## config.mk

```make
export PLATFORM = sky130hd
export DESIGN_NAME = led_display_ctrl
export DESIGN_NICKNAME = d
export VERILOG_FILES = /design/src/rtl/led_display_ctrl_pkg.sv /design/src/rtl/led_display_ctrl_bin2bcd.sv /design/src/rtl/led_display_ctrl.sv
export SDC_FILE = /design/constraint.sdc
export NUM_CORES = 1
export LEC_CHECK = 0
export BUFFER_PORTS_ARGS = -buffer_cell sky130_fd_sc_hd__buf_2
export CAP_MARGIN = 10
export CORE_UTILIZATION = 50
export DETAILED_ROUTE_END_ITERATION = 8
export PLACE_DENSITY_LB_ADDON = 0.25
export SYNTH_ARGS = -nofsm -noshare
export SYNTH_HDL_FRONTEND = slang
export SYNTH_SLANG_ARGS = --single-unit
export TNS_END_PERCENT = 20
```

## constraint.sdc

```tcl
create_clock -name clk -period 3.5 [get_ports clk]
set_clock_uncertainty 0.05 [all_clocks]
set_input_delay 0 -clock clk [delete_from_list [all_inputs] [get_ports clk]]
set_output_delay 0 -clock clk [all_outputs]
set_load 0.03 [all_outputs]
```

## src/rtl/led_display_ctrl_pkg.sv

```systemverilog
// Shared types, 7-segment glyphs and helpers for the LED / timer display controller.
// Segment vectors are {a,b,c,d,e,f,g} with a in the MSB, active-low (0 = segment lit).
package led_display_ctrl_pkg;

  typedef enum logic [1:0] {
    STATE_IDLE    = 2'd0,
    STATE_SET     = 2'd1,
    STATE_TRIGGER = 2'd2,
    STATE_ALERT   = 2'd3
  } fsm_state_t;

  typedef enum logic [1:0] {
    CONV_IDLE  = 2'd0,
    CONV_LOAD  = 2'd1,
    CONV_SHIFT = 2'd2,
    CONV_DONE  = 2'd3
  } conv_state_t;

  localparam logic [6:0] SEG_0     = 7'h01;
  localparam logic [6:0] SEG_1     = 7'h4F;
  localparam logic [6:0] SEG_2     = 7'h12;
  localparam logic [6:0] SEG_3     = 7'h06;
  localparam logic [6:0] SEG_4     = 7'h4C;
  localparam logic [6:0] SEG_5     = 7'h24;
  localparam logic [6:0] SEG_6     = 7'h20;
  localparam logic [6:0] SEG_7     = 7'h0F;
  localparam logic [6:0] SEG_8     = 7'h00;
  localparam logic [6:0] SEG_9     = 7'h04;
  localparam logic [6:0] SEG_A     = 7'h08;
  localparam logic [6:0] SEG_B     = 7'h60;
  localparam logic [6:0] SEG_C     = 7'h31;
  localparam logic [6:0] SEG_D     = 7'h42;
  localparam logic [6:0] SEG_E     = 7'h30;
  localparam logic [6:0] SEG_F     = 7'h38;
  localparam logic [6:0] SEG_BLANK = 7'h7F;

  function automatic logic [6:0] hex_glyph(input logic [3:0] v);
    case (v)
      4'h0:    hex_glyph = SEG_0;
      4'h1:    hex_glyph = SEG_1;
      4'h2:    hex_glyph = SEG_2;
      4'h3:    hex_glyph = SEG_3;
      4'h4:    hex_glyph = SEG_4;
      4'h5:    hex_glyph = SEG_5;
      4'h6:    hex_glyph = SEG_6;
      4'h7:    hex_glyph = SEG_7;
      4'h8:    hex_glyph = SEG_8;
      4'h9:    hex_glyph = SEG_9;
      4'hA:    hex_glyph = SEG_A;
      4'hB:    hex_glyph = SEG_B;
      4'hC:    hex_glyph = SEG_C;
      4'hD:    hex_glyph = SEG_D;
      4'hE:    hex_glyph = SEG_E;
      default: hex_glyph = SEG_F;
    endcase
  endfunction

  // Elaboration-time 10^n, used for the display saturation threshold.
  function automatic longint unsigned pow10(input int n);
    pow10 = 1;
    for (int i = 0; i < n; i++) pow10 = pow10 * 10;
  endfunction

endpackage

```

## src/rtl/led_display_ctrl_bin2bcd.sv

```systemverilog
// Sequential double-dabble binary-to-BCD converter: one shift-add-3 step per cycle,
// keeping only N_DIGITS digits and saturating to all nines when the value does not fit.
module bin2bcd_seq
  import led_display_ctrl_pkg::*;
#(
  parameter int TIMER_W  = 16,
  parameter int N_DIGITS = 2
) (
  input  logic                    clk,
  input  logic                    rst_n,
  input  logic                    start,
  input  logic [TIMER_W-1:0]      bin,
  output logic                    busy,
  output logic                    done,
  output logic [N_DIGITS*4-1:0]   bcd,
  output logic [TIMER_W-1:0]      captured
);

  localparam int CNT_W = $clog2(TIMER_W + 1);
  localparam longint unsigned SAT_LIMIT = pow10(N_DIGITS);

  conv_state_t             state;
  logic [TIMER_W-1:0]      shadow;
  logic [TIMER_W-1:0]      shreg;
  logic [N_DIGITS*4-1:0]   bcd_q;
  logic [N_DIGITS*4-1:0]   adj;
  logic [CNT_W-1:0]        cnt;

  // NOTE: combinational blocks assign every output up front so no path leaves a latch.
  always_comb begin
    adj = '0;
    for (int i = 0; i < N_DIGITS; i++) begin
      adj[i*4 +: 4] = (bcd_q[i*4 +: 4] >= 4'd5) ? bcd_q[i*4 +: 4] + 4'd3 : bcd_q[i*4 +: 4];
    end
  end

  // Dropping carries out of the top digit leaves value mod 10^N_DIGITS; overflow is
  // handled by saturation instead of wider BCD storage.
  assign bcd      = (64'(shadow) >= SAT_LIMIT) ? {N_DIGITS{4'd9}} : bcd_q;
  assign done     = (state == CONV_DONE);
  assign captured = shadow;

  // NOTE: state registers use non-blocking assignments so every flop samples pre-edge values.
  always_ff @(posedge clk or negedge rst_n) begin
    if (!rst_n) begin
      state  <= CONV_IDLE;
      shadow <= '0;
      shreg  <= '0;
      bcd_q  <= '0;
      cnt    <= '0;
      busy   <= 1'b0;
    end else begin
      case (state)
        CONV_IDLE: begin
          if (start) begin
            state <= CONV_LOAD;
            busy  <= 1'b1;
          end
        end
        CONV_LOAD: begin
          shadow <= bin;
          shreg  <= bin;
          bcd_q  <= '0;
          cnt    <= '0;
          state  <= CONV_SHIFT;
        end
        CONV_SHIFT: begin
          bcd_q <= {adj[N_DIGITS*4-2:0], shreg[TIMER_W-1]};
          shreg <= shreg << 1;
          cnt   <= cnt + 1'b1;
          if (cnt == CNT_W'(TIMER_W - 1)) state <= CONV_DONE;
        end
        default: begin
          busy  <= 1'b0;
          state <= CONV_IDLE;
        end
      endcase
    end
  end

endmodule

```

## src/rtl/led_display_ctrl.sv

```systemverilog
// Status LED pattern generator plus registered 7-segment drivers for the countdown timer
// (via the sequential BCD converter) and a single hex value digit.
module led_display_ctrl
  import led_display_ctrl_pkg::*;
#(
  parameter int N_LEDS       = 10,
  parameter int N_DIGITS     = 2,
  parameter int TIMER_W      = 16,
  parameter int BLINK_CYCLES = 25_000_000,
  parameter int CHASE_CYCLES = 5_000_000,
  parameter int LZ_BLANK     = 1
) (
  input  logic                         clk,
  input  logic                         rst_n,
  input  fsm_state_t                   system_state,
  input  logic [TIMER_W-1:0]           timer,
  input  logic [3:0]                   current_value,
  output logic [N_LEDS-1:0]            led,
  output logic [N_DIGITS-1:0][6:0]     hex_time,
  output logic [6:0]                   hex_val,
  output logic                         disp_busy
);

  localparam int MAX_CYC = (BLINK_CYCLES > CHASE_CYCLES) ? BLINK_CYCLES : CHASE_CYCLES;
  localparam int CNT_W   = (MAX_CYC > 1) ? $clog2(MAX_CYC) : 1;

  fsm_state_t                 prev_state;
  logic [CNT_W-1:0]           cnt;

  logic                       conv_start;
  logic                       conv_done;
  logic [N_DIGITS*4-1:0]      conv_bcd;
  logic [TIMER_W-1:0]         conv_captured;
  logic [N_DIGITS-1:0][6:0]   new_glyphs;
  logic [N_DIGITS-1:0][6:0]   shown_q;
  logic                       shown_valid;
  logic                       leading;

  // ---------------- status LEDs ----------------
  always_ff @(posedge clk or negedge rst_n) begin
    if (!rst_n) begin
      led        <= '0;
      cnt        <= '0;
      prev_state <= STATE_IDLE;
    end else begin
      prev_state <= system_state;
      if (system_state != prev_state) begin
        cnt <= '0;
        case (system_state)
          STATE_IDLE:    led <= '0;
          STATE_TRIGGER: led <= N_LEDS'(1);
          default:       led <= '1;
        endcase
      end else begin
        case (system_state)
          STATE_TRIGGER: begin
            if (cnt == CNT_W'(CHASE_CYCLES - 1)) begin
              cnt <= '0;
              led <= (led << 1) | (led >> (N_LEDS - 1));
            end else begin
              cnt <= cnt + 1'b1;
            end
          end
          STATE_ALERT: begin
            if (cnt == CNT_W'(BLINK_CYCLES - 1)) begin
              cnt <= '0;
              led <= ~led;
            end else begin
              cnt <= cnt + 1'b1;
            end
          end
          default: cnt <= '0;
        endcase
      end
    end
  end

  // ---------------- timer conversion ----------------
  assign conv_start = (timer != conv_captured);

  bin2bcd_seq #(
    .TIMER_W  (TIMER_W),
    .N_DIGITS (N_DIGITS)
  ) u_bin2bcd (
    .clk      (clk),
    .rst_n    (rst_n),
    .start    (conv_start),
    .bin      (timer),
    .busy     (disp_busy),
    .done     (conv_done),
    .bcd      (conv_bcd),
    .captured (conv_captured)
  );

  // Scan from the most significant digit; digit 0 always shows a numeral.
  always_comb begin
    new_glyphs = '0;
    leading    = 1'b1;
    for (int i = N_DIGITS - 1; i >= 0; i--) begin
      if (LZ_BLANK != 0 && i != 0 && leading && conv_bcd[i*4 +: 4] == 4'd0) begin
        new_glyphs[i] = SEG_BLANK;
      end else begin
        new_glyphs[i] = hex_glyph(conv_bcd[i*4 +: 4]);
        leading       = 1'b0;
      end
    end
  end

  // shown_q keeps the last conversion so leaving STATE_IDLE restores it without reconverting.
  always_ff @(posedge clk or negedge rst_n) begin
    if (!rst_n) begin
      hex_time    <= {N_DIGITS{SEG_BLANK}};
      shown_q     <= {N_DIGITS{SEG_BLANK}};
      shown_valid <= 1'b0;
      hex_val     <= SEG_BLANK;
    end else begin
      hex_val <= hex_glyph(current_value);
      if (conv_done) begin
        shown_q     <= new_glyphs;
        shown_valid <= 1'b1;
      end
      if (system_state == STATE_IDLE) hex_time <= {N_DIGITS{SEG_BLANK}};
      else if (conv_done)             hex_time <= new_glyphs;
      else if (shown_valid)           hex_time <= shown_q;
      else                            hex_time <= {N_DIGITS{SEG_BLANK}};
    end
  end

endmodule

```

======== Word-level counts from Yosys, hierarchy flattened ========
Memory sizes are Yosys's and may differ from the RTL's. A register that Yosys moved wholly into a read port is not among the register bits.
Index checks and enable logic that the tools add are counted.
operators by class
  add/subtract/negate cells ............... 4
  order comparisons ....................... 3
  equality and inequality tests ........... 14
  multiplexer cells ....................... 24
  bitwise gates (word level) .............. 3
  reductions and logical operators ........ 10
operator list
  operator               count
  $mux 25                3
  $pmux 25 s2            1
  $mux 14                3
  $pmux 10 s2            2
  $pmux 16 s2            1
  $mux 10                3
  $add 25x1->25 const B  1
  $eq 25x23->1 const B   1
  $eq 25x25->1 const B   1
  $ge 16x7->1 const B    1
  $ne 16x16->1           1
  $pmux 8 s2             1
  $not 10->10            1
  $or 10x1->10           1
  $pmux 5 s2             1
  $eq 2x2->1 const B     4
  $ge 4x3->1 const B     2
  $mux 8                 1
  $mux 7                 1
  $ne 3x3->1 const B     2
  $pmux 2 s3             1
  $add 5x1->5 const B    1
  $eq 5x4->1 const B     1
  $add 4x2->4 const B    1
  19 further kinds       22
storage, ports and cells
  bits in registers ....................... 114
  ROM bits ................................ 336
  input port bits ......................... 24
  word-level logic and storage cells ...... 75
  memories ................................ 3
memory list
  name              depth  width  read ports  clocked after memory_dff  wr ports  line                        RTL
  (name not given)  16     7      1           1                         0         led_display_ctrl_pkg.sv:38  case (v)
  (name not given)  16     7      1           0                         0         led_display_ctrl_pkg.sv:38
  (name not given)  16     7      1           0                         0         led_display_ctrl_pkg.sv:38

======== Logic depth before layout (Yosys ltp) ========
Gate-level depths: netlist (run 1).
  depth after elaboration ................. 6
  depth in mapped cells ................... 11

======== Modules after synthesis ========
From an unflattened synthesis (run 1), not the netlist that was laid out.
second synthesis, totals
  cell total of the unflattened synthesis .. 638
  area, all modules ....................... 6,616.3 um^2
by module, submodules not included
  module            times used  cells each  area each (um^2)
  led_display_ctrl  1           426         4,261.6
  bin2bcd_seq       1           212         2,354.8

======== Worst setup path before layout (run 1) ========
Ideal clock, no wire load.
  kind .................................... reg-to-reg
  start ................................... register u_bin2bcd.shadow[4] (netlist: u_bin2bcd.captured[4])
  end ..................................... register hex_time[10] in the netlist's numbering
  library setup time ...................... 0.084 ns
  data arrival time ....................... 2.557 ns
  required time ........................... 3.366 ns
  slack ................................... 0.809 ns
  stages on the path, launching flop included .. 11
  cell sequence ........................... dfrtp_1 o311ai_0 and4_1 clkbuf_1 nand2_1 ha_1 nor3_1 nor2_1 a211oi_1 o31ai_1 or2_2
between the ends
  word-level cells in the longest chain between the ends .. 6
  elaborated cells on any way between the ends .. 7
  those cells by class .................... order compare: 1; mux: 4; reduce/logical: 1; memory: 1
ends and longest elaborated chain
  what                                             line                            RTL
  start, declared                                  led_display_ctrl_bin2bcd.sv:23  logic [TIMER_W-1:0] shadow;
  start signal, assigned                           led_display_ctrl_bin2bcd.sv:61  shadow <= bin;
  $ge 16x7->1 (*)                                  led_display_ctrl_bin2bcd.sv:39  assign bcd = (64'(shadow) >= SAT_LIMIT) ? {N_DIGITS{4'd9}} : bcd_q;
  $mux 8 (*)                                       led_display_ctrl_bin2bcd.sv:39
  $mem_v2 16x7 or $logic_not 4->1 (tied branches)  n/a
  $mux 7 (*)                                       led_display_ctrl.sv:100         if (LZ_BLANK != 0 && i != 0 && leading && conv_bcd[i*4 +: 4] == 4'd0) begin
  $mux 14 (*)                                      led_display_ctrl.sv:123         else if (conv_done) hex_time <= new_glyphs;
  $mux 14 (*)                                      led_display_ctrl.sv:122         if (system_state == STATE_IDLE) hex_time <= {N_DIGITS{SEG_BLANK}};
  end signal, assigned                             led_display_ctrl.sv:122
  end signal, assigned                             led_display_ctrl.sv:123
  end signal, assigned                             led_display_ctrl.sv:124         else if (shown_valid) hex_time <= shown_q;
  end, declared                                    led_display_ctrl.sv:19          output logic [N_DIGITS-1:0][6:0] hex_time,
Every way passes the cells marked *; elsewhere a longest branch is shown, timed or not.
A chain may end at the register's enable or synchronous reset.

======== Worst setup path after layout (run 1) ========
  start ................................... register u_bin2bcd.shadow[3] (netlist: u_bin2bcd.captured[3])
  end ..................................... register hex_time[10] in the netlist's numbering
Same word-level chain as after synthesis.

==> metrics.md, run 1 <==
| Metric | Value |
|---|---|
| Dpl hpwl | 8630 um |
| CTS clk-pin slew, worst paths | 0.06 ns |
| Top_reg_cell synth | dfrtp_1 |
| Most frequent cell after synthesis | dfrtp_1 |
| Status | finished, final reports clean |
| Minimum clock period | 3.09 ns |
| DR vias | 4,719 |
| # rows | 40 |
| Final setup viols | 0 |
| Clock Latency Late Sink | 0.42 ns |
| Startpoint Class | flop |
| Cts hold-fix bufs | 24 |
| Critical Path Source | u_bin2bcd.captured[3] |
| Ranking of synthesized cells by area | dfrtp_1 34%, dfstp_2 15%, ha_1 5.8% |
| Ant. Diodes | 0 |
| Maximum buffer depth of the clock tree | 2 |
| CP arrival | 3.38 ns |
| Mapped Nets | 667 |
| Share of flip-flops with an asynchronous set or reset | 1.00 |
| Clk sinks | 121 |
| Final slew viol count | 0 |
| Final ANT Viol Nets | 0 |
| Post-synth EDFFs | 0 |
| Largest net degree at the start of global routing | 77 |
| F_max | 324 MHz |
| RSZ-0062 raised after global routing | no |
| Worst-path fanout max | 7 |
| Port Buffers | 55 |
| FF-to-FF Start | u_bin2bcd.captured[3] |
| Pleak | 3.14 nW |
| Commonest cells post-synth | 86 x dfrtp_1, 71 x nor2_1, 35 x dfstp_2, 35 x o21ai_0, 35 x xnor2_1 |
| Worst IR drop on VDD | 578 uV |
| Synth top area share | 0.342 |
| Iteration-0 DRC Markers | 347 |
| # resized after CTS | 0 |
| Hold_ws | 0.234 ns |
| H-Tree Depth | 4 |
| PnR worst setup slack | 0.412 ns |
| Max cap viols | 0 |
| Placed Instances | 815 |
| Synth warnings | 0 |
| Total grt overflow | 0 |
| Post-CTS Setup Inserts | 0 |
| Reg2Reg Depth | 10 |
| DP Worst Slack | 0.499 ns |
| Final Hold Fails | 0 |
| Area leader, netlist | dfrtp_1 |
| Period utilisation layout | 0.882 |
| Slew @ Worst Pin | 0.953 ns |
| Fin Setup TNS | 0 ns |
| Syn_area_per_cell | 10.3 um^2 |
| Number of vias per cell | 5.42 |
| Setup Crit Path Kind | flop to flop |
| Hold Crit Class | input port to async pin |
| CTS Root Buffer Type | clkbuf_16 |
| Drt pass-1 iters | 4 |
| Final instance area | 7530 um^2 |
| GP Congestion | 0.840 |
| Post-Layout Cell Count | 871 |
| First-pass GRT wire length | 22,300 um |
| Setup crit end kind | flop |
| Placed Instance Area | 6720 um^2 |
| CTS tree | done |
| Antenna violations before repair | 0 |
| Horiz. Die Dim | 114 um |
| Layout cell share with drive strength beyond 1 | 0.225 |
| Post-synthesis cell count | 614 |
| Synth Cell Area | 6300 um^2 |
| Drt wl/cell | 15.0 um |
| Die height | 114 um |
| Final core utilization | 0.619 |
| Yosys reg bits | 121 |
| CTS Buf Count | 17 |
| Initial Util | 0.518 |
| Sequential share of the synthesized area | 0.488 |
| Slew Limit Headroom | 0.363 |
| Vias in the first global route | 4,620 |
| GRT Util Overall | 0.219 |
| Die area | 13,000 um^2 |
| Detailed Route WL | 13,000 um |
| Net count, final | 743 |
| Area delta synth->final | 19.5% |
| Residual DRC | 0 |
| Core ar. | 12,200 um^2 |
| Unique masters post-synth | 57 |
| Final Power | 5.02 mW |
| Data required time at the worst endpoint | 3.79 ns |
| I/O pins | 56 |
| Pwr per Cell Area | 667 nW/um^2 |
-- final timing paths --
kind	to	slack, ns
min reg2reg	shown_valid	0.41
min	u_bin2bcd.bcd_q[4]	0.23
max in group asynchronous	hex_val[0]	2.17
max reg2reg	hex_time[10]	0.41
max	hex_time[10]	0.41
min in group clk	prev_state[1]	0.31
-- report_power, final --
part,internal [mW],leakage [nW],switching (mW)
Clock,1.06,0.279,0.603
Combinational,0.610,1.42,0.834
Sequential,1.70,1.44,0.214
-- sequential cells by signal (all words and copies together), names as in the netlist --
register / flops
shown_q: 14
hex_time: 14
prev_state: 2
u_bin2bcd.bcd_q: 8
hex_val: 7
u_bin2bcd.cnt: 5
u_bin2bcd.shreg: 16
cnt: 25
led: 10
u_bin2bcd.busy: 1
shown_valid: 1
u_bin2bcd.state: 2
u_bin2bcd.captured: 16
-- kinds of logic (layout without fill, tap and decap cells) --
logic type,after synthesis,in the layout,share of synthesized area
AOI/OAI and AO/OA,122,122,0.126
xor gates and xnor gates,43,43,0.0598
adders and majority gates,29,29,0.0576
buffers and inverters,65,154,0.0417
DFF,121,121,0.488
muxes,41,41,0.0705
and+or+nand+nor,193,193,0.157
-- cell type report --
cell class              instances  area [um^2]
flip-flops and latches        121         3070
repair buffers                 87          578
multi-input cells             428         2960
clock inverters                 7         65.1
inverters                      35          131
well taps                     168          210
clock buffers                  25          505
fillers                      1019         4640
-- metal layers --
layer	vias up	routed length, um	share of wire	global-route usage
li1	2315	-	-	-
met1	2270	6070	0.47	0.291
met2	123	6230	0.48	0.346
met3	11	602	0.046	0.0598
met4	0	132	0.010	0.0753
met5	-	0	0	0
-- layout by cell type, fill, tap and decap left out, types with 3 or more instances in the layout --
master	count
a211oi_1	3
a21oi_1	31
a221o_1	8
a31oi_1	3
and3_1	15
and4_1	5
buf_2	54
buf_4	9
clkbuf_1	3
clkbuf_16	17
clkbuf_8	5
clkinv_2	4
dfrtp_1	86
dfstp_2	35
dlygate4sd3_1	24
ha_1	29
inv_1	34
mux2_2	17
mux2i_1	23
nand2_1	23
nand2b_1	7
nand3_1	21
nand4_1	8
nor2_1	71
nor2b_1	6
nor3_1	11
nor4_1	6
nor4b_1	3
o211ai_1	8
o21ai_0	35
o22ai_1	9
o2bb2ai_1	3
o31ai_1	3
or2_2	7
xnor2_1	35
xor2_1	8
-- worst max-delay path: stages (launching register included) --
cell and delay [ns]:
dfrtp_1 0.40, o311ai_0 0.40, nand4_1 0.41, nor2_1 0.44, inv_1 0.15, ha_1 0.27
nor3_1 0.20, nor2_1 0.06, a211oi_1 0.22, o31ai_1 0.11, or2_2 0.28
Note: power is estimated with default switching activity, not from simulation.
==> inputs of run 2 (changes only) <==
--- a/config.mk
+++ b/config.mk
@@ -9,6 +9,7 @@
 export CAP_MARGIN = 10
 export CORE_UTILIZATION = 50
 export DETAILED_ROUTE_END_ITERATION = 8
+export MAX_ROUTING_LAYER = met4
 export PLACE_DENSITY_LB_ADDON = 0.25
 export SYNTH_ARGS = -nofsm -noshare
 export SYNTH_HDL_FRONTEND = slang
==> metrics.md, run 2 (synthesis gave the netlist of run 1 again) <==
| Metric | Value |
|---|---|
| Status | finished, final reports clean |
| Port Buffers | 55 |
| Maximum buffer depth of the clock tree | 2 |
| Dpl hpwl | 8630 um |
| Ant. Diodes | 0 |
| Setup crit end kind | flop |
| Residual DRC | 0 |
| F_max | 327 MHz |
| Area delta synth->final | 19.5% |
| GP Congestion | 0.853 |
| DP Worst Slack | 0.499 ns |
| Commonest non-fill, non-tap cell in the layout | dfrtp_1 |
| Layout cell share with drive strength beyond 1 | 0.225 |
| Final ANT Viol Nets | 0 |
| Vias in the first global route | 4,633 |
| Largest register FFs | 25 |
| Worst IR drop on VDD | 579 uV |
| Slew @ Worst Pin | 0.950 ns |
| Die height | 114 um |
| GRT Util Overall | 0.226 |
| H-Tree Depth | 4 |
| PnR worst setup slack | 0.438 ns |
| DR vias | 4,732 |
| CTS tree | done |
| Internal reg-to-reg setup slack | 0.44 ns |
| # rows | 40 |
| Drt wl/cell | 15.0 um |
| Data required time at the worst endpoint | 3.80 ns |
| Hold Crit Class | input port to async pin |
| Die area | 13,000 um^2 |
| Worst-path fanout max | 7 |
| CTS Buf Count | 17 |
| Number of vias per cell | 5.43 |
| Clk sinks | 121 |
| Startpoint Class | flop |
| Fin Setup TNS | 0 ns |
| Slew Limit Headroom | 0.367 |
| Initial Util | 0.518 |
| CTS Root Buffer Type | clkbuf_16 |
| Pleak | 3.14 nW |
| Total grt overflow | 0 |
| Largest net degree at the start of global routing | 77 |
| Clock Latency Late Sink | 0.42 ns |
| Final instance area | 7530 um^2 |
| CTS clk-pin slew, worst paths | 0.06 ns |
| Net count, final | 743 |
| CP arrival | 3.36 ns |
| I/O pins | 56 |
| Drt pass-1 iters | 5 |
| Fillers | 1,019 |
| Iteration-0 DRC Markers | 365 |
| RSZ-0062 raised after global routing | no |
| Minimum clock period | 3.06 ns |
| Final setup viols | 0 |
| Core ar. | 12,200 um^2 |
| Final slew viol count | 0 |
| Final core utilization | 0.619 |
| Antenna violations before repair | 0 |
| Pwr per Cell Area | 668 nW/um^2 |
| Max cap viols | 0 |
| Placed Instance Area | 6720 um^2 |
| Detailed Route WL | 13,000 um |
| Final Hold Fails | 0 |
| Horiz. Die Dim | 114 um |
| Period utilisation layout | 0.875 |
| Biggest register | cnt |
| Most frequent cells in the layout | 86 x dfrtp_1, 71 x nor2_1, 54 x buf_2 |
| Setup Crit Path Kind | flop to flop |
| Hold_ws | 0.244 ns |
| First-pass GRT wire length | 22,300 um |
==> run 2: cell counts in the layout (fill, tap and decap cells not counted) <==
Identical to the previous run, type by type.
==> run 2: per-layer routing <==
| layer | vias up | wire, um | track usage |
|---|---|---|---|
| met3 | 21 | 435 | 0.0519 |
| li1 | 2321 | - | - |
| met1 | 2280 | 6230 | 0.292 |
| met4 | 0 | 224 | 0.0883 |
| met2 | 110 | 6130 | 0.346 |
| met5 | - | 0 | - |
==> run 2: cell type report <==
type                    instances  area, um^2  area share
inverters                      35         131      0.0175
multi-input cells             428        2960       0.394
well taps                     168         210      0.0279
clock buffers                  25         505      0.0672
clock inverters                 7        65.1     0.00865
flip-flops and latches        121        3070       0.408
repair buffers                 87         578      0.0768
==> run 2: final timing paths <==
path                                  startpoint                 end  depth (start not counted)
max                        u_bin2bcd.captured[3]        hex_time[10]                         10
min                                        rst_n  u_bin2bcd.bcd_q[4]                          2
max reg2reg                u_bin2bcd.captured[3]        hex_time[10]                         10
min reg2reg                          shown_valid         shown_valid                          1
max in group asynchronous                  rst_n          hex_val[0]                          3
min in group clk                 system_state[1]       prev_state[1]                          2
==> run 2: repair_timing <==
action	CTS	global route
endpoints found under the setup margin	0	0
endpoints found under the hold margin	96	0
resized for setup	0	0
hold buffers	24	0
buffers inserted	0	0
==> run 2: through the flow <==
stage | std cells | power, mW
2_1_floorplan | 614 | 2.99
3_3_place_gp | 815 | 3.27
3_5_place_dp | 815 | 3.35
4_1_cts | 871 | 5.06
5_1_grt | 871 | 5.31
6_report | 871 | 5.03
==> run 2: critical path, cell delays in order (launching register included) <==
cell,delay [ns]
dfrtp_1,0.40
o311ai_0,0.40
nand4_1,0.40
nor2_1,0.44
inv_1,0.16
ha_1,0.27
nor3_1,0.20
nor2_1,0.06
a211oi_1,0.22
o31ai_1,0.11
or2_2,0.28
==> run 2: power by group <==
group | internal (mW) | switching, mW
clock | 1.06 | 0.607
combinational | 0.611 | 0.838
sequential | 1.70 | 0.213
==> inputs of run 3 (changes only) <==
--- a/config.mk
+++ b/config.mk
@@ -5,10 +5,10 @@
 export SDC_FILE = /design/constraint.sdc
 export NUM_CORES = 1
 export LEC_CHECK = 0
-export BUFFER_PORTS_ARGS = -buffer_cell sky130_fd_sc_hd__buf_2
 export CAP_MARGIN = 10
 export CORE_UTILIZATION = 50
 export DETAILED_ROUTE_END_ITERATION = 8
+export DONT_BUFFER_PORTS = 1
 export MAX_ROUTING_LAYER = met4
 export PLACE_DENSITY_LB_ADDON = 0.25
 export SYNTH_ARGS = -nofsm -noshare
==> metrics.md, run 3 (synthesis gave the netlist of run 1 again) <==
| Metric | Value |
|---|---|
| Final core utilization | 0.600 |
| Drt pass-1 iters | 4 |
| Horiz. Die Dim | 114 um |
| Critical-path top delay cell | o311ai_0 |
| F_max | 328 MHz |
| Slew @ Worst Pin | 0.955 ns |
| Number of vias per cell | 5.65 |
| Core ar. | 12,200 um^2 |
| GP Congestion | 0.916 |
| Dpl hpwl | 8130 um |
| Pwr per Cell Area | 683 nW/um^2 |
| Initial Util | 0.518 |
| Most frequent cells in the layout | 86 x dfrtp_1, 71 x nor2_1, 35 x xnor2_1, 35 x o21ai_0, 35 x dfstp_2 |
| Clk sinks | 121 |
| RSZ-0062 raised after global routing | no |
| Buf+Inv Stages, Crit Path | 2 |
| # rows | 40 |
| H-Tree Depth | 4 |
| Port Buffers | 0 |
| Max incr delay on CP | 0.48 ns |
| Status | complete, but fails checks |
| Minimum clock period | 3.04 ns |
| CP arrival | 3.33 ns |
| Crit path to | hex_time[10] |
| Die height | 114 um |
| Met2 wire length | 6250 um |
| Antenna violations before repair | 0 |
| Largest net degree at the start of global routing | 122 |
| Worst-path fanout max | 12 |
| Net count, final | 690 |
| Worst IR drop on VDD | 497 uV |
| Max cap viols | 0 |
| Total grt overflow | 0 |
| Crit path depth | 11 |
| CP Cell Sequence | o311ai_0 > nand4_1 > buf_4 > nor2_1 > inv_1 > ha_1 > nor3_1 > nor2_1 > a211oi_1 > o31ai_1 > or2_2 |
| Hold Crit Class | input port to flop |
| Setup Crit Path Kind | flop to flop |
| Fin Setup TNS | 0 ns |
| Cell family with most CP delay | simple AND/OR/NAND/NOR gates |
| Reg2Reg Depth | 11 |
| Fillers | 1,014 |
| Iteration-0 DRC Markers | 352 |
| Met3 wire len | 649 um |
| Final Hold Fails | 1 |
| CP most frequent cell | nor2_1 |
| Layout cell share with drive strength beyond 1 | 0.158 |
| Commonest non-fill, non-tap cell in the layout | dfrtp_1 |
| Final slew viol count | 0 |
| Biggest register | cnt |
| Final setup viols | 0 |
| Failing checks | hold timing |
| Vias in the first global route | 4,630 |
| CTS Root Buffer Type | clkbuf_16 |
| Area delta synth->final | 15.8% |
| Startpoint Class | flop |
| Internal reg-to-reg setup slack | 0.46 ns |
| Data required time at the worst endpoint | 3.79 ns |
| Metal-1 WL | 5970 um |
| DR vias | 4,618 |
| CTS Buf Count | 17 |
| Final ANT Viol Nets | 0 |
| Ant. Diodes | 0 |
| DR top layer | met4 |
| Residual DRC | 0 |
| # resized after CTS | 0 |
| I/O pins | 56 |
| Reg2reg end | hex_time[10] |
| Die area | 13,000 um^2 |
| FF-to-FF Start | u_bin2bcd.captured[4] |
| Post-CTS Setup Inserts | 0 |
| Critical Path Source | u_bin2bcd.captured[4] |
| Maximum buffer depth of the clock tree | 2 |
| Detailed Route WL | 13,000 um |
| Largest register FFs | 25 |
| Period utilisation layout | 0.870 |
| GRT Util Overall | 0.228 |
| Setup crit end kind | flop |
| Drt wl/cell | 15.9 um |
| CTS clk-pin slew, worst paths | 0.06 ns |
| CTS tree | done |
| First-pass GRT wire length | 22,700 um |
| Clock Latency Late Sink | 0.42 ns |
| Hold_ws | -0.000966 ns |
| Slew Limit Headroom | 0.362 |
| Pleak | 2.92 nW |
==> run 3: worst min-delay path by stage <==
stage	end	slack [ns]	depth (start not counted)	start
finish	u_bin2bcd.busy	-0.001	5	timer[5]
CTS	u_bin2bcd.busy	0.002	5	timer[6]
global placement	led[1]	-0.34	0	rst_n
floorplan	cnt[0]	-0.35	0	rst_n
detailed placement	u_bin2bcd.bcd_q[2]	-0.34	0	rst_n
global route	u_bin2bcd.busy	0.009	5	timer[5]
==> run 3: power breakdown <==
group          switching [mW]  internal [mW]  leakage, nW
Clock                   0.629           1.06        0.268
Combinational           0.721          0.576         1.21
Sequential              0.295           1.70         1.44
==> run 3: layer usage <==
layer,global-route usage,vias to the layer above
li1,-,2212
met1,0.293,2292
met2,0.346,98
met3,0.0646,16
met4,0.0814,0
met5,-,-
==> run 3: final cells by class <==
type                    instances  area [um^2]  share of cell area
flip-flops and latches        121         3070               0.421
multi-input cells             428         2960               0.406
clock buffers                  20          447              0.0612
repair buffers                 34          343              0.0470
well taps                     168          210              0.0288
inverters                      35          131              0.0180
clock inverters                12          126              0.0173
==> run 3: worst register-to-register path, stage by stage (launching register included) <==
cell and delay (ns):
dfrtp_1 0.40, o311ai_0 0.48, nand4_1 0.23, buf_4 0.25, nor2_1 0.28, inv_1 0.15
ha_1 0.26, nor3_1 0.20, nor2_1 0.06, a211oi_1 0.23, o31ai_1 0.10, or2_2 0.28
==> run 3: repair_timing <==
| item | in CTS | in global routing |
|---|---|---|
| setup endpoints to repair | 0 | 0 |
| hold endpoints to repair | 175 | 0 |
| hold buffers | 28 | 0 |
==> run 3: per-stage QoR <==
| stage | hold WS [ns] | instance area (um^2) | worst slack, ns | total power [mW] | instances |
|---|---|---|---|---|---|
| floorplan | -0.346 | 6300 | 0.809 | 2.99 | 614 |
| global placement | -0.340 | 6420 | 0.627 | 3.18 | 758 |
| detailed placement | -0.339 | 6420 | 0.464 | 3.24 | 758 |
| CTS | 0.00200 | 7290 | 0.445 | 5.03 | 818 |
| global route | 0.00886 | 7290 | 0.190 | 5.29 | 818 |
| finish | -0.000966 | 7290 | 0.455 | 4.98 | 818 |
